<file path="src/rtl/fp_mult_pkg.sv">
// Shared types and constants for the single-precision FP multiply sequencer.
package fp_mult_pkg;

  typedef enum logic [2:0] {
    IDLE,
    CHECK,
    MUL_WAIT,
    NORM_RND,
    HOLD
  } state_t;

  typedef enum logic [1:0] {
    RND_RNE = 2'd0,
    RND_RTZ = 2'd1,
    RND_RUP = 2'd2,
    RND_RDN = 2'd3
  } rnd_t;

  localparam logic [31:0] QNAN    = 32'h7FC0_0000;
  localparam logic [30:0] MAXNORM = 31'h7F7F_FFFF;
  localparam logic [30:0] INF     = 31'h7F80_0000;

  localparam int FLG_TIMEOUT   = 4;
  localparam int FLG_INVALID   = 3;
  localparam int FLG_OVERFLOW  = 2;
  localparam int FLG_UNDERFLOW = 1;
  localparam int FLG_INEXACT   = 0;

endpackage

</file>
<file path="src/rtl/fp_mult_ctrl_if.sv">
// Operand, shared-multiplier and result handshakes of the FP multiply sequencer.
interface fp_mult_ctrl_if;

  logic        in_valid;
  logic        in_ready;
  logic [31:0] a;
  logic [31:0] b;
  logic [1:0]  rnd;
  logic        mul_req;
  logic [23:0] mul_a;
  logic [23:0] mul_b;
  logic        mul_ack;
  logic [47:0] mul_p;
  logic        out_valid;
  logic        out_ready;
  logic [31:0] z;
  logic [4:0]  flags;

  modport slave (
    input  in_valid, a, b, rnd, mul_ack, mul_p, out_ready,
    output in_ready, mul_req, mul_a, mul_b, out_valid, z, flags
  );

  modport master (
    output in_valid, a, b, rnd, mul_ack, mul_p, out_ready,
    input  in_ready, mul_req, mul_a, mul_b, out_valid, z, flags
  );

endinterface

</file>
<file path="src/rtl/fp_round_pack.sv">
// Combinational normalize, round, range-check and pack of a 48-bit mantissa product.
module fp_round_pack
  import fp_mult_pkg::*;
(
  input  logic [47:0]        p,
  input  logic signed [9:0]  exp_in,
  input  logic               sign,
  input  rnd_t               rnd,
  output logic [31:0]        z,
  output logic [4:0]         flags
);

  function automatic logic round_inc(input rnd_t mode, input logic g, input logic s,
                                     input logic lsb, input logic sgn);
    logic inc;
    inc = 1'b0;
    case (mode)
      RND_RNE: inc = g & (s | lsb);
      RND_RTZ: inc = 1'b0;
      RND_RUP: inc = (g | s) & ~sgn;
      RND_RDN: inc = (g | s) & sgn;
      default: inc = 1'b0;
    endcase
    return inc;
  endfunction

  function automatic logic [31:0] ovf_result(input rnd_t mode, input logic sgn);
    logic [31:0] r;
    r = {sgn, INF};
    case (mode)
      RND_RNE: r = {sgn, INF};
      RND_RTZ: r = {sgn, MAXNORM};
      RND_RUP: r = sgn ? {1'b1, MAXNORM} : {1'b0, INF};
      RND_RDN: r = sgn ? {1'b1, INF} : {1'b0, MAXNORM};
      default: r = {sgn, INF};
    endcase
    return r;
  endfunction

  logic               norm;
  logic [22:0]        mant;
  logic               g;
  logic               s;
  logic               inc;
  logic               carry;
  logic [22:0]        mant_r;
  logic signed [9:0]  exp_n;
  logic signed [9:0]  exp_r;

  // A product of two [1,2) mantissas lies in [1,4); bit 47 says which half.
  assign norm  = p[47];
  assign mant  = norm ? p[46:24] : p[45:23];
  assign g     = norm ? p[23] : p[22];
  assign s     = norm ? |p[22:0] : |p[21:0];
  assign exp_n = exp_in + (norm ? 10'sd1 : 10'sd0);
  assign inc   = round_inc(rnd, g, s, mant[0], sign);
  assign {carry, mant_r} = {1'b0, mant} + {23'b0, inc};
  assign exp_r = exp_n + (carry ? 10'sd1 : 10'sd0);

  always_comb begin
    z     = {sign, exp_r[7:0], mant_r};
    flags = '0;
    flags[FLG_INEXACT] = g | s;
    if (exp_r >= 10'sd255) begin
      z                    = ovf_result(rnd, sign);
      flags[FLG_OVERFLOW]  = 1'b1;
      flags[FLG_INEXACT]   = 1'b1;
    end else if (exp_r <= 10'sd0) begin
      z                    = {sign, 31'b0};
      flags[FLG_UNDERFLOW] = 1'b1;
      flags[FLG_INEXACT]   = 1'b1;
    end
  end

endmodule

</file>
<file path="src/rtl/fp_mult_ctrl.sv">
// Single-precision FP multiply sequencer: screens specials, drives a shared
// variable-latency mantissa multiplier, then rounds and returns the result.
module fp_mult_ctrl
  import fp_mult_pkg::*;
#(
  parameter int EXP_BIAS = 127,
  parameter int TIMEOUT  = 15
) (
  input logic          clk,
  input logic          rst_n,
  fp_mult_ctrl_if.slave bus
);

  localparam int TW = $clog2(TIMEOUT + 1);
  localparam logic signed [9:0] BIAS10 = 10'(EXP_BIAS);

  state_t state, state_nxt;

  logic [31:0]       a_q, b_q;
  rnd_t              rnd_q;
  logic [47:0]       p_q;
  logic signed [9:0] exp_q;
  logic [TW-1:0]     tcnt;
  logic [TW-1:0]     tcnt_nxt;
  logic              timeout_hit;
  logic [23:0]       mul_a_q, mul_b_q;
  logic [31:0]       z_q;
  logic [4:0]        flags_q;

  logic              sign;
  logic              nan_a, nan_b, inf_a, inf_b, zero_a, zero_b;
  logic              special;
  logic [31:0]       spec_z;
  logic [4:0]        spec_f;
  logic signed [9:0] exp_calc;
  logic [31:0]       rp_z;
  logic [4:0]        rp_flags;

  // Operand screening; denormal inputs count as zero.
  assign sign   = a_q[31] ^ b_q[31];
  assign zero_a = (a_q[30:23] == 8'h00);
  assign zero_b = (b_q[30:23] == 8'h00);
  assign inf_a  = (a_q[30:23] == 8'hFF) && (a_q[22:0] == 23'h0);
  assign inf_b  = (b_q[30:23] == 8'hFF) && (b_q[22:0] == 23'h0);
  assign nan_a  = (a_q[30:23] == 8'hFF) && (a_q[22:0] != 23'h0);
  assign nan_b  = (b_q[30:23] == 8'hFF) && (b_q[22:0] != 23'h0);
  assign special = nan_a | nan_b | inf_a | inf_b | zero_a | zero_b;

  always_comb begin
    spec_z = {sign, 31'b0};
    spec_f = '0;
    if (nan_a || nan_b || (inf_a && zero_b) || (zero_a && inf_b)) begin
      spec_z              = QNAN;
      spec_f[FLG_INVALID] = 1'b1;
    end else if (inf_a || inf_b) begin
      spec_z = {sign, INF};
    end
  end

  assign exp_calc    = $signed({2'b00, a_q[30:23]}) + $signed({2'b00, b_q[30:23]}) - BIAS10;
  assign tcnt_nxt    = tcnt + 1'b1;
  assign timeout_hit = (tcnt_nxt == TW'(TIMEOUT));

  fp_round_pack u_round_pack (
    .p      (p_q),
    .exp_in (exp_q),
    .sign   (sign),
    .rnd    (rnd_q),
    .z      (rp_z),
    .flags  (rp_flags)
  );

  always_comb begin
    state_nxt = state;
    case (state)
      IDLE:     if (bus.in_valid) state_nxt = CHECK;
      CHECK:    state_nxt = special ? HOLD : MUL_WAIT;
      MUL_WAIT: begin
        if (bus.mul_ack)      state_nxt = NORM_RND;
        else if (timeout_hit) state_nxt = HOLD;
      end
      NORM_RND: state_nxt = HOLD;
      HOLD:     if (bus.out_ready) state_nxt = IDLE;
      default:  state_nxt = IDLE;
    endcase
  end

  // Control and visible outputs: cleared by reset so an abort leaves nothing behind.
  always_ff @(posedge clk or negedge rst_n) begin
    if (!rst_n) begin
      state   <= IDLE;
      tcnt    <= '0;
      mul_a_q <= '0;
      mul_b_q <= '0;
      z_q     <= '0;
      flags_q <= '0;
    end else begin
      state <= state_nxt;
      case (state)
        CHECK: begin
          if (special) begin
            z_q     <= spec_z;
            flags_q <= spec_f;
          end else begin
            mul_a_q <= {1'b1, a_q[22:0]};
            mul_b_q <= {1'b1, b_q[22:0]};
            tcnt    <= '0;
          end
        end
        MUL_WAIT: begin
          if (!bus.mul_ack) begin
            tcnt <= tcnt_nxt;
            if (timeout_hit) begin
              z_q     <= QNAN;
              flags_q <= 5'(1 << FLG_TIMEOUT);
            end
          end
        end
        NORM_RND: begin
          z_q     <= rp_z;
          flags_q <= rp_flags;
        end
        default: ;
      endcase
    end
  end

  // Operand, exponent and product registers only load on their own state.
  always_ff @(posedge clk) begin
    if (state == IDLE && bus.in_valid) begin
      a_q   <= bus.a;
      b_q   <= bus.b;
      rnd_q <= rnd_t'(bus.rnd);
    end
    if (state == CHECK)                 exp_q <= exp_calc;
    if (state == MUL_WAIT && bus.mul_ack) p_q <= bus.mul_p;
  end

  assign bus.in_ready  = (state == IDLE);
  assign bus.mul_req   = (state == MUL_WAIT);
  assign bus.out_valid = (state == HOLD);
  assign bus.mul_a     = mul_a_q;
  assign bus.mul_b     = mul_b_q;
  assign bus.z         = z_q;
  assign bus.flags     = flags_q;

endmodule
</file>
<file path="src/flat_wrapper.sv">
// flat-port wrapper written by rule: the top's interface ports become plain ports
module fp_mult_ctrl_flat import fp_mult_pkg::*;
#(
  parameter int EXP_BIAS = 127,
  parameter int TIMEOUT  = 15
)
  (clk, rst_n, bus_in_valid, bus_a, bus_b, bus_rnd, bus_mul_ack, bus_mul_p, bus_out_ready, bus_in_ready, bus_mul_req, bus_mul_a, bus_mul_b, bus_out_valid, bus_z, bus_flags);
  fp_mult_ctrl_if bus_i ();
  input logic clk;
  input logic rst_n;
  input wire logic [$bits(bus_i.in_valid)-1:0] bus_in_valid;
  input wire logic [$bits(bus_i.a)-1:0] bus_a;
  input wire logic [$bits(bus_i.b)-1:0] bus_b;
  input wire logic [$bits(bus_i.rnd)-1:0] bus_rnd;
  input wire logic [$bits(bus_i.mul_ack)-1:0] bus_mul_ack;
  input wire logic [$bits(bus_i.mul_p)-1:0] bus_mul_p;
  input wire logic [$bits(bus_i.out_ready)-1:0] bus_out_ready;
  output wire logic [$bits(bus_i.in_ready)-1:0] bus_in_ready;
  output wire logic [$bits(bus_i.mul_req)-1:0] bus_mul_req;
  output wire logic [$bits(bus_i.mul_a)-1:0] bus_mul_a;
  output wire logic [$bits(bus_i.mul_b)-1:0] bus_mul_b;
  output wire logic [$bits(bus_i.out_valid)-1:0] bus_out_valid;
  output wire logic [$bits(bus_i.z)-1:0] bus_z;
  output wire logic [$bits(bus_i.flags)-1:0] bus_flags;
  assign bus_i.in_valid = bus_in_valid;
  assign bus_i.a = bus_a;
  assign bus_i.b = bus_b;
  assign bus_i.rnd = bus_rnd;
  assign bus_i.mul_ack = bus_mul_ack;
  assign bus_i.mul_p = bus_mul_p;
  assign bus_i.out_ready = bus_out_ready;
  assign bus_in_ready = bus_i.in_ready;
  assign bus_mul_req = bus_i.mul_req;
  assign bus_mul_a = bus_i.mul_a;
  assign bus_mul_b = bus_i.mul_b;
  assign bus_out_valid = bus_i.out_valid;
  assign bus_z = bus_i.z;
  assign bus_flags = bus_i.flags;
  fp_mult_ctrl #(.EXP_BIAS(EXP_BIAS), .TIMEOUT(TIMEOUT)) u_core (.clk(clk), .rst_n(rst_n), .bus(bus_i));
endmodule
</file>
<file path="config.mk">
export PLATFORM = sky130hd
export DESIGN_NAME = fp_mult_ctrl_flat
export DESIGN_NICKNAME = d
export VERILOG_FILES = /design/src/rtl/fp_mult_pkg.sv /design/src/rtl/fp_mult_ctrl_if.sv /design/src/rtl/fp_round_pack.sv /design/src/rtl/fp_mult_ctrl.sv /design/src/flat_wrapper.sv
export SDC_FILE = /design/constraint.sdc
export NUM_CORES = 1
export LEC_CHECK = 0
export ABC_AREA = 1
export CAP_MARGIN = 30
export CORE_MARGIN = 2
export CORE_UTILIZATION = 55
export DETAILED_ROUTE_END_ITERATION = 7
export PLACE_DENSITY_LB_ADDON = 0.08
export SYNTH_ARGS = -nofsm -noshare
export SYNTH_HDL_FRONTEND = slang
export SYNTH_SLANG_ARGS = --single-unit
</file>
<file path="constraint.sdc">
create_clock -name clk -period 12.6 [get_ports clk]
set_input_delay 2.52 -clock clk [delete_from_list [all_inputs] [get_ports clk]]
set_output_delay 2.52 -clock clk [all_outputs]
set_load 0.01 [all_outputs]
</file>
# Yosys cells after proc, flatten, opt, wreduce, memory -nomap -nowiden
# Index checks and enable logic that the tools add are counted.
[op_classes]
n_addsub = 6
mul = 0
n_div = 0
magnitude_cmp = 2
n_eq_ne = 17
shift = 0
muxes = 35
bitwise = 13
reduce_logical = 28
[op_table]
columns = ["cell", "count"]
rows = [
  ["$mux 32", 7],
  ["$pmux 32 s4", 1],
  ["$pmux 32 s3", 1],
  ["$mux 31", 2],
  ["$logic_not 23->1", 2],
  ["$reduce_bool 23->1", 2],
  ["$add 23x1->24", 1],
  ["$mux 23", 1],
  ["$reduce_or 23->1", 1],
  ["$reduce_or 22->1", 1],
  ["$add 10x2->10", 2],
  ["$eq 8x8->1 const B", 2],
  ["$logic_not 8->1", 2],
  ["$mux 3", 5],
  ["$mux 5", 3],
  ["$pmux 3 s5", 1],
  ["$pmux 5 s3", 1],
  ["$ge 10x9->1 const B", 1],
  ["$le 10x1->1 const B", 1],
  ["$sub 10x8->10 const B", 1],
  ["$add 8x8->9", 1],
  ["$logic_and 1x1->1", 8],
  ["$mux 1", 8],
  ["$mux 4", 2],
  ["25 further kinds", 44],
]
[totals]
reg_bits = 216
latchBits = 0
ram_bits = 0
rom_bits = 0
in_bits = 119
out_inout_bits = 88
elab_cells = 112
n_memories = 0

# Depth between registers and ports, before layout
[depth]
depth_word = 12
ltp_mapped = 32
ltp_nobuf = 28

# Modules after synthesis
# Synthesis repeated with hierarchy kept, for this count alone.
[unflattened]
cells_unflattened = 1136
hier_area_um2 = 10324.9
[by_module_without_submodules]
columns = ["mod", "instances", "cells_each", "area_each_um2", "seq_area_each_um2"]
rows = [
  ["fp_mult_ctrl", 1, 695, 8271.7, 6000.8],
  ["fp_round_pack", 1, 441, 2053.2, 0.0],
]

# Worst setup path after synthesis
# Ideal clock, no wire load.
[synth_timing]
path_kind = "in2reg"
from = "input port bus_in_valid"
to = "register u_core.a_q[0], enable pin"
setup_time_ns = 0.490
arrival_time_ns = 5.297
setup_slack_ns = 6.813
path_stages = 2
path_buffers = 0
cell_sequence = "inv_1 > nor2_1"
[synth_via]
elab_chain_len = 1
[synth_rtl]
columns = ["element", "line", "rtl"]
rows = [
  ["from (decl)", "flat_wrapper.sv:11", "input wire logic [$bits(bus_i.in_valid)-1:0] bus_in_valid;"],
  ["$logic_and 1x1->1", "fp_mult_ctrl.sv:130", "if (state == IDLE && bus.in_valid) begin"],
  ["to (signal assigned)", "fp_mult_ctrl.sv:131", "a_q <= bus.a;"],
  ["to (decl)", "fp_mult_ctrl.sv:19", "logic [31:0] a_q, b_q;"],
]
# Every way passes these cells.
# A chain may end at the register's enable or synchronous reset.

# Final worst setup path
[layout_timing]
from = "register u_core.p_q[47]"
to = "register u_core.z_q[10], in the netlist u_core.bus.z[10]"
[layout_via]
elab_chain_len = 11
[layout_rtl]
columns = ["element", "line", "rtl"]
rows = [
  ["from (decl)", "fp_mult_ctrl.sv:21", "logic [47:0] p_q;"],
  ["from (signal assigned)", "fp_mult_ctrl.sv:136", "if (state == MUL_WAIT && bus.mul_ack) p_q <= bus.mul_p;"],
  ["$mux 1 (tied with other cells)", "fp_round_pack.sv:53", "assign g = norm ? p[23] : p[22];"],
  ["$or 1x1->1 (on tied branches)", "fp_round_pack.sv:20, fp_round_pack.sv:21, fp_round_pack.sv:18", ""],
  ["$and 1x1->1 (on tied branches)", "fp_round_pack.sv:21, fp_round_pack.sv:18, fp_round_pack.sv:20", ""],
  ["$pmux 1 s4", "fp_round_pack.sv:17", "case (mode)"],
  ["$add 23x1->24", "fp_round_pack.sv:57", "assign {carry, mant_r} = {1'b0, mant} + {23'b0, inc};"],
  ["$mux 1", "fp_round_pack.sv:58", "assign exp_r = exp_n + (carry ? 10'sd1 : 10'sd0);"],
  ["$add 10x2->10", "fp_round_pack.sv:58", ""],
  ["$le 10x1->1", "fp_round_pack.sv:68", "end else if (exp_r <= 10'sd0) begin"],
  ["$mux 31", "fp_round_pack.sv:68", ""],
  ["$mux 32 (*)", "fp_round_pack.sv:64", "if (exp_r >= 10'sd255) begin"],
  ["$pmux 32 s3 (*)", "fp_mult_ctrl.sv:99", "case (state)"],
  ["to (signal assigned)", "fp_mult_ctrl.sv:102", "z_q <= spec_z;"],
  ["to (signal assigned)", "fp_mult_ctrl.sv:120", "z_q <= rp_z;"],
  ["to (decl)", "fp_mult_ctrl.sv:27", "logic [31:0] z_q;"],
]
# Every way passes the cells marked *; elsewhere a longest branch is shown, timed or not.

==> results by group <==
Critical path
  • Worst-path maximum fanout: 54
  • Buf/Inv on CP: 2
  • CP top delay family: simple AND/OR/NAND/NOR gates
  • WP data required: 13050 ps
  • Most used cell, CP: nand2_1
  • Worst Setup Start Kind: register
  • Crit path DAT: 5450 ps
  • Slowest cell on crit path: buf_4
  • CP Capture Type: register
  • Critical Path Max Stage Delay: 440 ps
  • Critical path type: reg2reg

Route
  • Via count: 7761
  • Final wirelength: 22.5 mm
  • Final ANT Viol Nets: 0
  • Vias per inst: 5.08
  • DRC: 0
  • 1st-iter DRT viols: 393
  • Drt wl/cell: 14.7 um
  • Pre-antenna DRT Iters: 5

Global route
  • Largest net degree at the start of global routing: 67
  • Antenna violations before repair: 0
  • Gr usage total: 23.5%
  • Gr ovfl total: 0
  • First-pass GRT wire length: 36.9 mm
  • Vias in the first global route: 7804

STA
  • Crit path time final: 5000 ps
  • Worst rel slew slack: 33.5%
  • Final-report hold violation count: 0
  • Clock Skew: 11.1 ps
  • Final setup viols: 0
  • RSZ-0062 raised after global routing: no
  • Final worst path period share: 39.7%
  • Final Max Slew Viols: 0
  • Maximum clock rate: 200 MHz
  • Worst-Margin Slew: 993 ps
  • Setup_tns: 0 ps

Clocking
  • Clk slew on worst S/H paths: 60 ps
  • Postcts setup bufs: 0
  • H-tree Lvls: 1
  • CTS Hold Buffers Added: 0
  • Post-CTS resize count: 0
  • CTS max path bufs: 3
  • CTS root buf: clkbuf_16
  • CTS tree: built
  • Clock tree sinks: 215
  • Later-pin clock latency in the skew report: 520 ps
  • Total CTS buffers: 23

Die
  • Die ar.: 0.0194 mm^2
  • Placeable Area: 0.0180 mm^2
  • Rows: 49
  • Initial Util: 56.1%
  • Ports: 207
  • Die Y: 139 um
  • Die W: 139 um

Power and ir drop
  • Tot Pwr: 2.68 mW
  • P_leak: 5.75 nW
  • Pwr dens: 206 mW/mm^2
  • Peak VDD IR: 0.147 mV

Job
  • Maxcap violations: 0

Final layout
  • Layout area overhead: 29.2%
  • N_diodes: 0
  • Nets: 1416
  • Share of post-route cells with drive strength above 1: 7.47%

Placement
  • Placer congestion estimate: 0.907
  • I/O Buffers: 206
  • HPWL after DPL: 16.6 mm

Run status
  • Status: completed

Yosys
  • Unique masters post-synth: 43
  • Netlist Area Pre-Place: 0.0101 mm^2
  • Syn_nets: 1208
  • Mean Syn Cell Area: 9.39 um^2
  • Flops & latches, synth: 215
  • Post-synthesis sequential area ratio: 59.6%
  • Yosys warning count: 0
  • Cells after Synth: 1073

Hold path
  • Type of the most critical hold path: reg2reg
[path summary, 6_finish.rpt]
| kind | from | slack (ps) | depth (start not counted) | end |
|---|---|---|---|---|
| setup / recovery | u_core.p_q[47] | 7600 | 25 | u_core.bus.z[10] |
| hold / removal | u_core.a_q[4] | 470 | 2 | u_core.bus.mul_a[4] |
| setup reg to reg | u_core.p_q[47] | 7600 | 25 | u_core.bus.z[10] |
| hold reg to reg | u_core.a_q[4] | 470 | 2 | u_core.bus.mul_a[4] |
| max in group asynchronous | rst_n | 9820 | 3 | u_core.bus.mul_b[20] |
| min in group asynchronous | rst_n | 1840 | 1 | u_core.bus.mul_a[16] |
[sequential cells by signal (all words and copies together), names as in the netlist]
register,flops
u_core.rnd_q,2
u_core.exp_q,10
u_core.p_q,48
u_core.a_q,32
u_core.b_q,32
u_core.bus.flags,5
u_core.bus.mul_a,23
u_core.state,3
u_core.tcnt,4
u_core.bus.z,32
u_core.bus.mul_b,24
[synth_stat cells]
cell	number	area, um^2
o21bai_1	2	15.0
nor3_4	1	16.3
clkinv_2	1	5.00
o21ai_2	10	87.6
buf_8	1	15.0
a21oi_1	7	35.0
and3_1	1	6.26
o21ai_1	16	80.1
nand2_1	375	1410
o2111ai_1	1	8.76
a21oi_4	1	16.3
nor3_1	1	5.00
nand3_1	66	330
nand2_4	2	22.5
edfxtp_1	124	3720
buf_6	10	113
o211ai_1	1	7.51
buf_4	4	30.0
ha_1	14	175
clkbuf_1	3	11.3
nand4_1	20	125
nor2_2	7	43.8
nand3b_1	3	22.5
nand2_2	5	31.3
a21o_1	1	7.51
a21oi_2	1	8.76
dfrtp_1	91	2280
o22ai_1	1	6.26
nor2_1	84	315
a21boi_0	1	7.51
or2_2	7	43.8
xnor2_1	5	43.8
nor4_1	6	37.5
o21ai_0	46	230
nor2_4	4	45.0
inv_1	108	405
clkinv_1	2	7.51
nor3_2	2	20.0
inv_2	7	26.3
buf_2	11	55.1
xor2_1	15	131
fa_1	2	40.0
nand3_2	3	30.0
[layer usage]
layer | global-route usage, % | wire (um) | part of all wire [%] | vias up
li1 | - | - | - | 3897
met1 | 29.6 | 9300 | 41 | 3634
met2 | 41.4 | 11300 | 50 | 195
met3 | 4.58 | 1400 | 6.2 | 35
met4 | 7.07 | 501 | 2.2 | 0
met5 | 0 | 0 | 0 | -
[stage by stage]
step	hold slack, ps	cell area, um^2	setup WS (ps)	std cells	util [%]
after floorplan	445	10100	6810	1073	-
after CTS	468	13000	7530	1527	72.4
after global routing	488	13000	6910	1527	72.4
after detailed placement	456	12300	7350	1485	68.3
after global placement	448	12200	7420	1484	68.2
final	466	13000	7600	1527	72.4
[area by class of cell]
type | count | area [um^2]
tap | 229 | 287
fill | 1367 | 4950
timing repair buffer | 212 | 2120
clock buffer | 31 | 667
sequential | 215 | 6000
multi-input combinational | 711 | 3420
inverter | 118 | 444
clock inverter | 11 | 71.3
[report_power, final]
| part | switching (mW) | internal [mW] |
|---|---|---|
| sequential | 0.117 | 0.978 |
| clock | 0.267 | 0.374 |
| combinational | 0.540 | 0.409 |
| total | 0.924 | 1.76 |
[tightest hold or removal path: cells and delay by family, from the launching register on]
kind | cells | cell delay (ps)
AND/OR/NAND/NOR | 2 | 100
flip-flops | 1 | 340
[placed cells by master (no fill, tap or decap), drive strengths merged]
cell / n
nand2: 382
clkdlybuf4s50: 205
edfxtp: 124
inv: 116
nor2: 95
dfrtp: 91
o21ai: 72
nand3: 69
clkbuf: 31
nand4: 20
xor2: 15
ha: 14
clkinv: 13
a21oi: 9
or2: 7
buf: 7
nor4: 6
xnor2: 5
nor3: 4
nand3b: 3
o21bai: 2
fa: 2
o211ai: 1
o22ai: 1
and3: 1
a21boi: 1
a21o: 1
o2111ai: 1
[kinds of logic (layout without fill, tap and decap cells)]
family / Yosys count / count (layout) / share of synthesized area [%]
compound gates: 88 / 88 / 5.07
simple gates: 587 / 587 / 24.8
flops: 215 / 215 / 59.6
xor+xnor: 20 / 20 / 1.74
fa+ha+maj: 16 / 16 / 2.14
buf+inv: 147 / 372 / 6.63
No activity file was read; power rests on OpenSTA's default activity.
